<file path="src/rtl/encode_8_3_seq_if.sv">
// Request/present handshake bundle for the 8-to-3 sequential priority encoder.
// The master side drives requests and acknowledges; the slave side presents codes.
interface encode_8_3_seq_if;
   logic       En;
   logic [7:0] I;
   logic       Ack;
   logic [2:0] Y;
   logic       V;
   logic [7:0] Pend;
   logic       Drop;

   modport master (
      output En,
      output I,
      output Ack,
      input  Y,
      input  V,
      input  Pend,
      input  Drop
   );

   modport slave (
      input  En,
      input  I,
      input  Ack,
      output Y,
      output V,
      output Pend,
      output Drop
   );
endinterface

</file>
<file path="src/rtl/encode_8_3_seq.sv">
// Sequential 8-to-3 priority encoder: accumulates requests in a pending register and
// presents them one at a time with a valid/acknowledge handshake.
module encode_8_3_seq #(
   parameter int unsigned PRIO_HIGH = 1
) (
   input logic              Clk,
   input logic              Rst,
   encode_8_3_seq_if.slave  bus
);

   localparam logic ST_IDLE = 1'b0;
   localparam logic ST_HOLD = 1'b1;

   logic       r_state;
   logic [2:0] r_y;
   logic [7:0] r_pend;
   logic       r_drop;

   logic       w_state_d;
   logic [2:0] w_y_d;
   logic [7:0] w_clr;
   logic [7:0] w_cap;
   logic [7:0] w_rem;
   logic [7:0] w_pend_d;
   logic       w_drop_set;

   // Later loop hits overwrite earlier ones, so scan order sets the winner.
   function automatic logic [2:0] f_prio(input logic [7:0] req);
      logic [2:0] idx;
      idx = 3'd0;
      if (PRIO_HIGH != 0) begin
         for (int k = 0; k < 8; k++) begin
            if (req[k]) idx = 3'(k);
         end
      end else begin
         for (int k = 7; k >= 0; k--) begin
            if (req[k]) idx = 3'(k);
         end
      end
      return idx;
   endfunction

   always_comb begin
      w_clr = 8'h00;
      if (r_state == ST_HOLD && bus.Ack) w_clr = 8'h01 << r_y;
      w_cap      = bus.En ? bus.I : 8'h00;
      w_rem      = r_pend & ~w_clr;
      w_pend_d   = w_rem | w_cap;
      w_drop_set = |(w_cap & w_rem);
   end

   always_comb begin
      w_state_d = r_state;
      w_y_d     = r_y;
      case (r_state)
         ST_IDLE: begin
            if (|r_pend) begin
               w_y_d     = f_prio(r_pend);
               w_state_d = ST_HOLD;
            end
         end
         ST_HOLD: begin
            // Same-cycle arrivals are excluded here; they present later via IDLE.
            if (bus.Ack) begin
               if (|w_rem) begin
                  w_y_d = f_prio(w_rem);
               end else begin
                  w_state_d = ST_IDLE;
               end
            end
         end
      endcase
   end

   always_ff @(posedge Clk or posedge Rst) begin
      if (Rst) begin
         r_state <= ST_IDLE;
         r_y     <= 3'd0;
         r_pend  <= 8'h00;
         r_drop  <= 1'b0;
      end else begin
         r_state <= w_state_d;
         r_y     <= w_y_d;
         r_pend  <= w_pend_d;
         r_drop  <= r_drop | w_drop_set;
      end
   end

   assign bus.Y    = r_y;
   assign bus.V    = (r_state == ST_HOLD);
   assign bus.Pend = r_pend;
   assign bus.Drop = r_drop;

endmodule

</file>
<file path="src/flat_wrapper.sv">
// flat-port wrapper written by rule: the top's interface ports become plain ports
module encode_8_3_seq_flat 
#(
   parameter int unsigned PRIO_HIGH = 1
)
  (Clk, Rst, bus_En, bus_I, bus_Ack, bus_Y, bus_V, bus_Pend, bus_Drop);
  encode_8_3_seq_if bus_i ();
  input logic Clk;
  input logic Rst;
  input wire logic [$bits(bus_i.En)-1:0] bus_En;
  input wire logic [$bits(bus_i.I)-1:0] bus_I;
  input wire logic [$bits(bus_i.Ack)-1:0] bus_Ack;
  output wire logic [$bits(bus_i.Y)-1:0] bus_Y;
  output wire logic [$bits(bus_i.V)-1:0] bus_V;
  output wire logic [$bits(bus_i.Pend)-1:0] bus_Pend;
  output wire logic [$bits(bus_i.Drop)-1:0] bus_Drop;
  assign bus_i.En = bus_En;
  assign bus_i.I = bus_I;
  assign bus_i.Ack = bus_Ack;
  assign bus_Y = bus_i.Y;
  assign bus_V = bus_i.V;
  assign bus_Pend = bus_i.Pend;
  assign bus_Drop = bus_i.Drop;
  encode_8_3_seq #(.PRIO_HIGH(PRIO_HIGH)) u_core (.Clk(Clk), .Rst(Rst), .bus(bus_i));
endmodule
</file>
<file path="config.mk">
export PLATFORM = sky130hd
export DESIGN_NAME = encode_8_3_seq_flat
export DESIGN_NICKNAME = d
export VERILOG_FILES = /design/src/rtl/encode_8_3_seq_if.sv /design/src/rtl/encode_8_3_seq.sv /design/src/flat_wrapper.sv
export SDC_FILE = /design/constraint.sdc
export NUM_CORES = 1
export LEC_CHECK = 0
export ABC_AREA = 1
export BUFFER_PORTS_ARGS = -buffer_cell sky130_fd_sc_hd__buf_2
export CORE_MARGIN = 2
export CORE_UTILIZATION = 51
export CTS_BUF_LIST = sky130_fd_sc_hd__clkbuf_16
export DETAILED_ROUTE_END_ITERATION = 8
export PLACE_DENSITY = 0.79
export SLEW_MARGIN = 20
export SYNTH_ARGS = -nofsm -noshare
export SYNTH_HDL_FRONTEND = slang
export SYNTH_SLANG_ARGS = --single-unit
export TNS_END_PERCENT = 20
</file>
<file path="constraint.sdc">
create_clock -name Clk -period 3.5 [get_ports Clk]
set_input_delay 0.7 -clock Clk [delete_from_list [all_inputs] [get_ports Clk]]
set_output_delay 0.7 -clock Clk [all_outputs]
set_load 0.005 [all_outputs]
</file>
==> flow_summary.json, run 1 <==
{
  "skew_ns": 0.00248,
  "synth_mux_area_share_pct": 0,
  "synth_fp_nets": 109,
  "grt_usage_pct": 22.4,
  "place_area_sq_um": 862,
  "synth.most_common_cell": "nand2_1",
  "row_count": 13,
  "start_kind": "input port",
  "cts_resized": 0,
  "cp-end-kind": "register",
  "h-tree-depth": 1,
  "ys_seq_area_share_pct": 44.8,
  "cpPeakStageDelay_ns": 0.37,
  "gp_congestion": 0.860,
  "ys.flop_type": "dfrtp_1",
  "synth-edff-count": 0,
  "yosysTopAreaCell": "dfrtp_1",
  "ys_ff_latch": 13,
  "cts_made_buffers": 3,
  "post_cts.repair.setup_buffers": 0,
  "drv_cap": 0,
  "yosys.area_share.simple_pct": 34.3,
  "setup_tns_ns": 0,
  "rsz0062_at_grt": "no",
  "synth_fa_ha_area_share_pct": 0,
  "drcViolationCount": 0,
  "hold_path.class": "in2async",
  "ys_top_cells_by_area": "dfrtp_1 (45%), nand2_1 (18%), inv_1 (5.2%)",
  "critPathLaunch": "bus_Ack",
  "dp_cells": 135,
  "multiInputGateArea_sq_um": 357,
  "critPathMaxFanout": 5,
  "fin_nets": 137,
  "die_h_um": 41.8,
  "final_cells": 139,
  "status": "finished, final reports clean",
  "cts_tree": "built",
  "synth_top_family_by_area": "simple AND/OR/NAND/NOR gates",
  "power_density_nw_per_um2": 556,
  "grt_max_degree": 14,
  "period_needed_ns": 1.72,
  "setup_viol": 0,
  "hold_violations": 0,
  "grt_pass1_wl_um": 2880,
  "timing.fmax_mhz": 581,
  "hold_ws_ns": 0.468,
  "worst_ir_drop_vdd_v": 0.000384,
  "criticalPathCategory": "in2reg",
  "worst-r2r-setup-slack_ns": 1.89,
  "power.leakage_nw": 0.444,
  "r2r_start": "u_core.bus.Y[2]$_DFFE_PP0P_",
  "path_common_cell": "nand2_1",
  "slew_headroom_pct": 68.4,
  "synth-xor-area-share_pct": 0,
  "worst-r2r-cell-count": 8,
  "drt_iter0_drc": 16,
  "antenna_found_initial": 0,
  "antenna_left": 0,
  "vias": 743,
  "synth_top_cells_by_count": "nand2_1 (34), dfrtp_1 (13), inv_1 (10), nor2_1 (6)",
  "crit_arrival_ns": 1.85,
  "syn_to_final_growth_pct": 29.4,
  "io_pins": 25,
  "coreArea_sq_um": 1320,
  "final_util_pct": 71.4,
  "cp_num_buf_inv": 1,
  "synthArstFlopShare_pct": 100,
  "dpl.hpwl_um": 1330,
  "r2r_end": "u_core.bus.Y[0]$_DFFE_PP0P_",
  "grt_overflow": 0,
  "start_util_pct": 55.2,
  "cts.sinks": 13,
  "yosysWarnings": 0,
  "clk_path_buf_depth": 2,
  "die-area_sq_um": 1740,
  "worst_path_max_delay_cell": "o21ai_0",
  "synthesis.area_sq_um": 727,
  "regArea_sq_um": 325,
  "tightest_slew_ns": 0.474,
  "nFillCells": 114,
  "ctsHoldBuffers": 0,
  "dieWidth_um": 41.8,
  "wl_per_cell_um": 12.4,
  "period_share_pct": 49.2,
  "syn_avg_cell_area_sq_um": 7.49,
  "clk_pin_slew_ns": 0.04,
  "antennaDiodeCount": 0,
  "final_max_slew_viol_count": 0,
  "synth_compound_area_share_pct": 14.8,
  "drive_gt1_share_pct": 31.5,
  "required_ns": 3.63,
  "stdcell_area_sq_um": 941,
  "synthCells": 97,
  "vias_per_cell": 5.35,
  "cpLargestDelayFamily": "simple AND/OR/NAND/NOR gates",
  "clockRootBuffer": "clkbuf_16",
  "crit_chain": "buf_2 -> nand3_1 -> o21ai_0 -> nand2_1 -> nor2_2 -> a21oi_1 -> nand2_1 -> nand2_1",
  "yosys.area.top_type_share_pct": 44.8,
  "drt_wl_total_um": 1730,
  "portBuffers": 24,
  "ys_types": 19,
  "worstSkewPairLatency_ns": 0.24,
  "cp.depth": 8,
  "endpoint": "u_core.bus.Y[0]$_DFFE_PP0P_",
  "first_pass_iters": 4,
  "grt_pass1_vias": 663
}
[logic make-up after synthesis]
kind of cell           count (synthesis)
and+or+nand+nor                       56
AOI/OAI and AO/OA                     16
buffers and inverters                 12
DFF                                   13
[cells in the final DEF (no fill, tap or decap), types with 4 or more instances in the layout]
cell type	n
nor2_1	6
o22ai_1	4
nand2_2	4
inv_1	11
nand3_1	4
o21ai_1	4
dfrtp_1	13
buf_2	24
nand2_1	34
[per-stage QoR]
| stage | total power [mW] | setup WS (ns) |
|---|---|---|
| 2_1_floorplan | 0.267 | 1.87 |
| 3_3_place_gp | 0.310 | 1.62 |
| 3_5_place_dp | 0.312 | 1.56 |
| 4_1_cts | 0.527 | 1.81 |
| 5_1_grt | 0.550 | 1.63 |
| 6_report | 0.523 | 1.78 |
[worst min path at each step]
stage,from,end,slack [ns],cells after the start
2_1_floorplan,u_core.bus.Drop$_DFF_PP0_,u_core.bus.Drop$_DFF_PP0_,0.49,2
3_3_place_gp,u_core.bus.Drop$_DFF_PP0_,u_core.bus.Drop$_DFF_PP0_,0.48,2
3_5_place_dp,u_core.bus.Drop$_DFF_PP0_,u_core.bus.Drop$_DFF_PP0_,0.49,2
4_1_cts,Rst,u_core.bus.V$_DFF_PP0_,0.50,2
5_1_grt,u_core.bus.Drop$_DFF_PP0_,u_core.bus.Drop$_DFF_PP0_,0.52,2
6_report,Rst,u_core.bus.V$_DFF_PP0_,0.47,2
[flip-flops by register name (all words and copies together) (netlist names)]
register and count:
u_core.bus.Pend 8, u_core.bus.Drop 1, u_core.bus.V 1, u_core.bus.Y 3
[per-layer routing]
| layer | up-vias | wire length [um] | GRT usage [%] |
|---|---|---|---|
| met2 | 28 | 864 | 35.3 |
| met3 | 5 | 83 | 3.91 |
| met4 | 0 | 35 | 11.6 |
| met1 | 339 | 742 | 29.1 |
| met5 | - | 0 | 0 |
| li1 | 371 | - | - |
[report_power, final]
part	internal (mW)	switching [mW]
registers	0.170	0.0189
logic	0.0459	0.0780
clock network	0.150	0.0596
[cell type report]
| class | instances | area share, % |
|---|---|---|
| Clock inverter | 1 | 0.399 |
| Timing Repair Buffer | 24 | 12.8 |
| Tap cell | 15 | 1.99 |
| Sequential cell | 13 | 34.6 |
| Multi-Input combinational cell | 72 | 37.9 |
| Clock buffer | 3 | 7.98 |
| Inverter | 11 | 4.39 |
(Power assumes the default switching activity.)
==> inputs of run 2 (changes only) <==
ABC_AREA = 0   (was 1)
CORE_UTILIZATION = 49   (was 51)
PLACE_DENSITY = 0.75   (was 0.79)
clock period = 1.74 ns   (was 3.5 ns; I/O delays follow)
==> flow_summary.json, run 2 <==
{
  "timing.fmax_mhz": 550,
  "drt_iter0_drc": 48,
  "violations": "setup timing",
  "cts_tree": "built",
  "drcViolationCount": 0,
  "hold_ws_ns": 0.140,
  "skew_ns": 0.000590,
  "cpPeakStageDelay_ns": 0.45,
  "ctsHoldBuffers": 0,
  "synth_fp_nets": 99,
  "cp.depth": 6,
  "cp-end-kind": "register",
  "status": "complete, but fails checks",
  "period_share_pct": 105,
  "final_cells": 145,
  "period_needed_ns": 1.82,
  "vias_per_cell": 5.86,
  "die_h_um": 44.3,
  "die-area_sq_um": 1960,
  "gp_congestion": 0.882,
  "critPathLaunch": "u_core.bus.Y[1]$_DFFE_PP0P_",
  "final_max_slew_viol_count": 0,
  "nFillCells": 106,
  "coreArea_sq_um": 1510,
  "hold_violations": 0,
  "cp_num_buf_inv": 0,
  "start_util_pct": 52.8,
  "vias": 850,
  "antenna_found_initial": 0,
  "io_pins": 25,
  "setup_viol": 2,
  "worst-r2r-setup-slack_ns": -0.08,
  "worst_slack_ns": -0.0786,
  "power.leakage_nw": 0.515,
  "start_kind": "register",
  "yosysTopAreaCell": "dfrtp_1",
  "final_common_cell": "buf_2",
  "synth_top_cells_by_count": "dfrtp_1 (13), nand2_1 (11), inv_1 (6)",
  "synthCells": 87,
  "grt_max_degree": 14,
  "worst_path_max_delay_cell": "dfrtp_2",
  "first_pass_iters": 4,
  "rsz0062_at_grt": "yes",
  "synth-edff-count": 0,
  "tightest_slew_ns": 0.534,
  "yosysWarnings": 0,
  "drt_wl_total_um": 2290,
  "portBuffers": 24,
  "drv_cap": 0,
  "clockRootBuffer": "clkbuf_16",
  "ys.flop_type": "dfrtp_1",
  "setup_tns_ns": -0.154,
  "antennaDiodeCount": 0,
  "criticalPathCategory": "reg2reg",
  "synthesis.area_sq_um": 796,
  "drive_gt1_share_pct": 50.4,
  "slew_headroom_pct": 64.3,
  "power_density_nw_per_um2": 1330,
  "worst_ir_drop_vdd_v": 0.000899,
  "hold_path.class": "in2async",
  "endpoint": "u_core.bus.Y[1]$_DFFE_PP0P_",
  "final_cell_mix": "buf_2 (24), buf_4 (16), nand2_1 (11)",
  "wl_per_cell_um": 15.8,
  "grt_overflow": 0,
  "ys_ff_latch": 13,
  "ys_top_cells_by_area": "dfrtp_1 (41%), nand2_1 (5.2%), a22oi_1 (4.7%)",
  "grt_usage_pct": 25.9,
  "grt_pass1_vias": 808,
  "cts_made_buffers": 3,
  "grt_pass1_wl_um": 3640,
  "crit_chain": "and4_1 -> o21ai_2 -> nor2_2 -> a221oi_2 -> a21oi_4 -> mux2_4",
  "clk_pin_slew_ns": 0.04,
  "h-tree-depth": 1,
  "syn_avg_cell_area_sq_um": 9.15,
  "ys_seq_area_share_pct": 40.9,
  "cpLargestDelayFamily": "compound AO/OA/AOI/OAI gates",
  "r2r_end": "u_core.bus.Y[1]$_DFFE_PP0P_",
  "largest_reg_flops": 8,
  "dpl.hpwl_um": 1650,
  "syn_to_final_growth_pct": 47.5,
  "r2r_start": "u_core.bus.Y[1]$_DFFE_PP0P_",
  "yosys.area.top_type_share_pct": 40.9,
  "dp_cells": 139,
  "ys_types": 35,
  "dieWidth_um": 44.3,
  "synthArstFlopShare_pct": 100,
  "cts.sinks": 13,
  "row_count": 14,
  "synth.most_common_cell": "dfrtp_1",
  "fin_nets": 142,
  "worstSkewPairLatency_ns": 0.24,
  "crit_arrival_ns": 1.94,
  "clk_path_buf_depth": 2,
  "antenna_left": 0,
  "critPathMaxFanout": 8,
  "required_ns": 1.86,
  "worst-r2r-cell-count": 6
}
-- run 2: area by class of cell --
type                       count  area, sq um  share of cell area, %
clock inverter                 1         3.75                  0.320
tap                           16         20.0                   1.71
timing repair buffer          40          240                   20.5
multi-input combinational     66          483                   41.2
inverter                       6         22.5                   1.92
sequential                    13          329                   28.0
clock buffer                   3         75.1                   6.40
-- run 2: where the power goes --
group          switching (mW)  internal, mW  total, mW
Combinational           0.316         0.335      0.651
Sequential              0.102         0.380      0.482
Clock                   0.121         0.302      0.423
Total                   0.539          1.02       1.56
-- run 2: worst min-delay path by stage --
stage	slack, ns	to	cells after the start	startpoint
detailed placement	0.40	u_core.bus.Y[1]$_DFFE_PP0P_	2	Rst
global route	0.20	u_core.bus.Pend[7]$_DFF_PP0_	2	Rst
floorplan	0.22	u_core.bus.Drop$_DFF_PP0_	1	Rst
global placement	0.39	u_core.bus.Pend[7]$_DFF_PP0_	2	Rst
finish	0.14	u_core.bus.V$_DFF_PP0_	2	Rst
CTS	0.15	u_core.bus.Pend[7]$_DFF_PP0_	2	Rst
-- run 2: per-stage QoR --
step | cell area, sq um | worst slack (ns) | util (%) | power [mW]
finish | 1170 | -0.0786 | 77.9 | 1.56
global route | 1170 | -0.145 | 77.9 | 1.64
CTS | 1120 | -0.0509 | 74.6 | 1.50
detailed placement | 1030 | -0.0606 | 68.4 | 1.05
global placement | 1030 | -0.0180 | 68.4 | 1.04
floorplan | 796 | 0.0445 | - | 0.763
-- run 2: worst reg2reg max path: cells and delay by family, from the launching register on --
family,cells,cell delay [ns]
DFF,1,0.45
muxes,1,0.31
AOI/OAI and AO/OA,3,0.62
and+or+nand+nor,2,0.31
-- run 2: routing by layer --
layer | routed length [um] | share of wire, % | GRT usage, % | up-vias
li1 | - | - | - | 404
met1 | 1060 | 46 | 36.3 | 405
met5 | 0 | 0 | 0 | -
met2 | 1060 | 46 | 41.2 | 36
met3 | 135 | 5.9 | 3.67 | 5
met4 | 28 | 1.2 | 9.09 | 0
-- run 2: logic make-up after synthesis --
kind of cell | count (synthesis) | share of synthesized area [%]
flip-flops | 13 | 40.9
buffers and inverters | 8 | 4.24
AO/OA/AOI/OAI | 35 | 33.0
AND/OR/NAND/NOR | 29 | 19.0
multiplexers | 2 | 2.83
-- run 2: what timing repair did --
item | 4_1_cts | 5_1_grt
endpoints found under the setup margin | 2 | 3
gates resized for setup | 4 | 10
pin swaps | 1 | 4
buffers inserted | 1 | 1
==> inputs of run 3 (changes only) <==
ABC_AREA = 1   (was 0)
CORE_UTILIZATION = 47   (was 49)
PLACE_DENSITY = 0.74   (was 0.75)
==> flow_summary.json, run 3 (same netlist as run 1, synthesis figures left out) <==
{
  "required_ns": 1.87,
  "syn_to_final_growth_pct": 31.7,
  "cts_made_buffers": 3,
  "vias": 781,
  "hold_path.class": "in2async",
  "drive_gt1_share_pct": 32.5,
  "grt_usage_pct": 19.9,
  "coreArea_sq_um": 1470,
  "crit_arrival_ns": 1.73,
  "drcViolationCount": 0,
  "r2r_start": "u_core.bus.Y[0]$_DFFE_PP0P_",
  "clk_path_buf_depth": 2,
  "die-area_sq_um": 1880,
  "row_count": 14,
  "grt_pass1_wl_um": 2730,
  "die_h_um": 43.3,
  "cts_tree": "built",
  "hold_ws_ns": 0.121,
  "worst_slack_ns": 0.139,
  "critPathMaxFanout": 5,
  "worst-r2r-setup-slack_ns": 0.14,
  "grt_max_degree": 14,
  "rsz0062_at_grt": "no",
  "worst-r2r-cell-count": 9,
  "stdcell_area_sq_um": 957,
  "fin_nets": 139,
  "cts_resized": 0,
  "clockRootBuffer": "clkbuf_16",
  "setup_viol": 0,
  "tightest_slew_ns": 0.491,
  "vias_per_cell": 5.50,
  "start_util_pct": 49.4,
  "hold_violations": 0,
  "place_area_sq_um": 878,
  "antennaDiodeCount": 0,
  "h-tree-depth": 1,
  "final_cells": 142,
  "criticalPathCategory": "reg2reg",
  "io_pins": 25,
  "cp-end-kind": "register",
  "post_cts.repair.setup_buffers": 0,
  "r2r_end": "u_core.bus.Y[1]$_DFFE_PP0P_",
  "grt_overflow": 0,
  "netSwitchingFraction_pct": 29.8,
  "pwr-share-clk_pct": 39.5,
  "ctsHoldBuffers": 0,
  "final_max_slew_viol_count": 0,
  "dpl.hpwl_um": 1300,
  "status": "finished, final reports clean",
  "portBuffers": 24,
  "combPwrFrac_pct": 24.6,
  "largest_reg_flops": 8,
  "dieWidth_um": 43.3,
  "antenna_found_initial": 0,
  "final_common_cell": "nand2_1",
  "worstSkewPairLatency_ns": 0.24,
  "power_density_nw_per_um2": 1110,
  "clk_pin_slew_ns": 0.04,
  "place_ws_ns": 0.167,
  "worst_ir_drop_vdd_v": 0.000607,
  "start_kind": "register",
  "power_frac_seq_pct": 35.9,
  "gp_congestion": 0.893,
  "internal_power_uw": 746,
  "slew_headroom_pct": 67.2,
  "first_pass_iters": 4,
  "skew_ns": 0.00236,
  "setup_tns_ns": 0,
  "period_share_pct": 92.0,
  "grt_pass1_vias": 692,
  "drt_wl_total_um": 1800,
  "wl_per_cell_um": 12.7,
  "power.leakage_nw": 0.455,
  "dp_cells": 138,
  "timing.fmax_mhz": 625,
  "cts.sinks": 13,
  "final_cell_mix": "nand2_1 (34), buf_2 (24), dfrtp_1 (13)",
  "drv_cap": 0,
  "power_switching_uw": 317,
  "drt_iter0_drc": 21,
  "period_needed_ns": 1.60,
  "antenna_left": 0
}
==> run 3: changes by cell type in the layout (fill, tap and decap cells not counted), sizes merged, moves of 4 or more <==
cell   delta
a21o      -6
o21ai     +4
a22oi     -5
o22ai     +4
o21a      -4
buf      -14
inv       +5
a21oi     -5
nand2    +27
==> run 3: area by class of cell <==
cell class / instances / area, sq um
Sequential cell: 13 / 325
Clock buffer: 3 / 75.1
Inverter: 11 / 41.3
Timing Repair Buffer: 26 / 135
Tap cell: 16 / 20.0
Multi-Input combinational cell: 72 / 357
Clock inverter: 1 / 3.75
Fill cell: 125 / 514
==> run 3: power groups by stage <==
| stage | logic, mW | registers [mW] | clock network (mW) |
|---|---|---|---|
| 2_1_floorplan | 0.153 | 0.384 | 0 |
| 3_3_place_gp | 0.252 | 0.383 | 0 |
| 3_5_place_dp | 0.252 | 0.384 | 0 |
| 4_1_cts | 0.259 | 0.379 | 0.424 |
| 5_1_grt | 0.287 | 0.384 | 0.439 |
| 6_report | 0.261 | 0.382 | 0.420 |
==> run 3: stage by stage <==
stage | util (%) | power (mW)
floorplan | - | 0.538
global placement | 59.7 | 0.636
detailed placement | 59.7 | 0.635
CTS | 65.1 | 1.06
global route | 65.1 | 1.11
finish | 65.1 | 1.06
==> run 3: critical path, stage by stage (launching register included) <==
cell and delay, ns:
dfrtp_1 0.40, inv_1 0.07, nor2_1 0.16, inv_1 0.11, o21ai_2 0.28, nand2_2 0.12
nor2_4 0.11, a21oi_1 0.11, nand2_1 0.08, nand2_1 0.05
==> run 3: routing by layer <==
metal	vias up	track usage, %	share of wire (%)
met3	11	5.00	6.7
met5	-	0	0
met4	0	10.3	2.9
li1	372	-	-
met1	361	22.0	39
met2	37	34.9	51
==> run 3: how the worst max path moves through the flow <==
stage / startpoint / endpoint / slack [ns] / cells after the start
2_1_floorplan: u_core.bus.Y[2]$_DFFE_PP0P_ / u_core.bus.V$_DFF_PP0_ / 0.38 / 8
3_3_place_gp: bus_Ack / u_core.bus.V$_DFF_PP0_ / 0.18 / 10
3_5_place_dp: bus_Ack / u_core.bus.V$_DFF_PP0_ / 0.17 / 10
4_1_cts: u_core.bus.Y[0]$_DFFE_PP0P_ / u_core.bus.Y[1]$_DFFE_PP0P_ / 0.16 / 9
5_1_grt: u_core.bus.Y[0]$_DFFE_PP0P_ / u_core.bus.Y[1]$_DFFE_PP0P_ / 0.02 / 9
6_report: u_core.bus.Y[0]$_DFFE_PP0P_ / u_core.bus.Y[1]$_DFFE_PP0P_ / 0.14 / 9
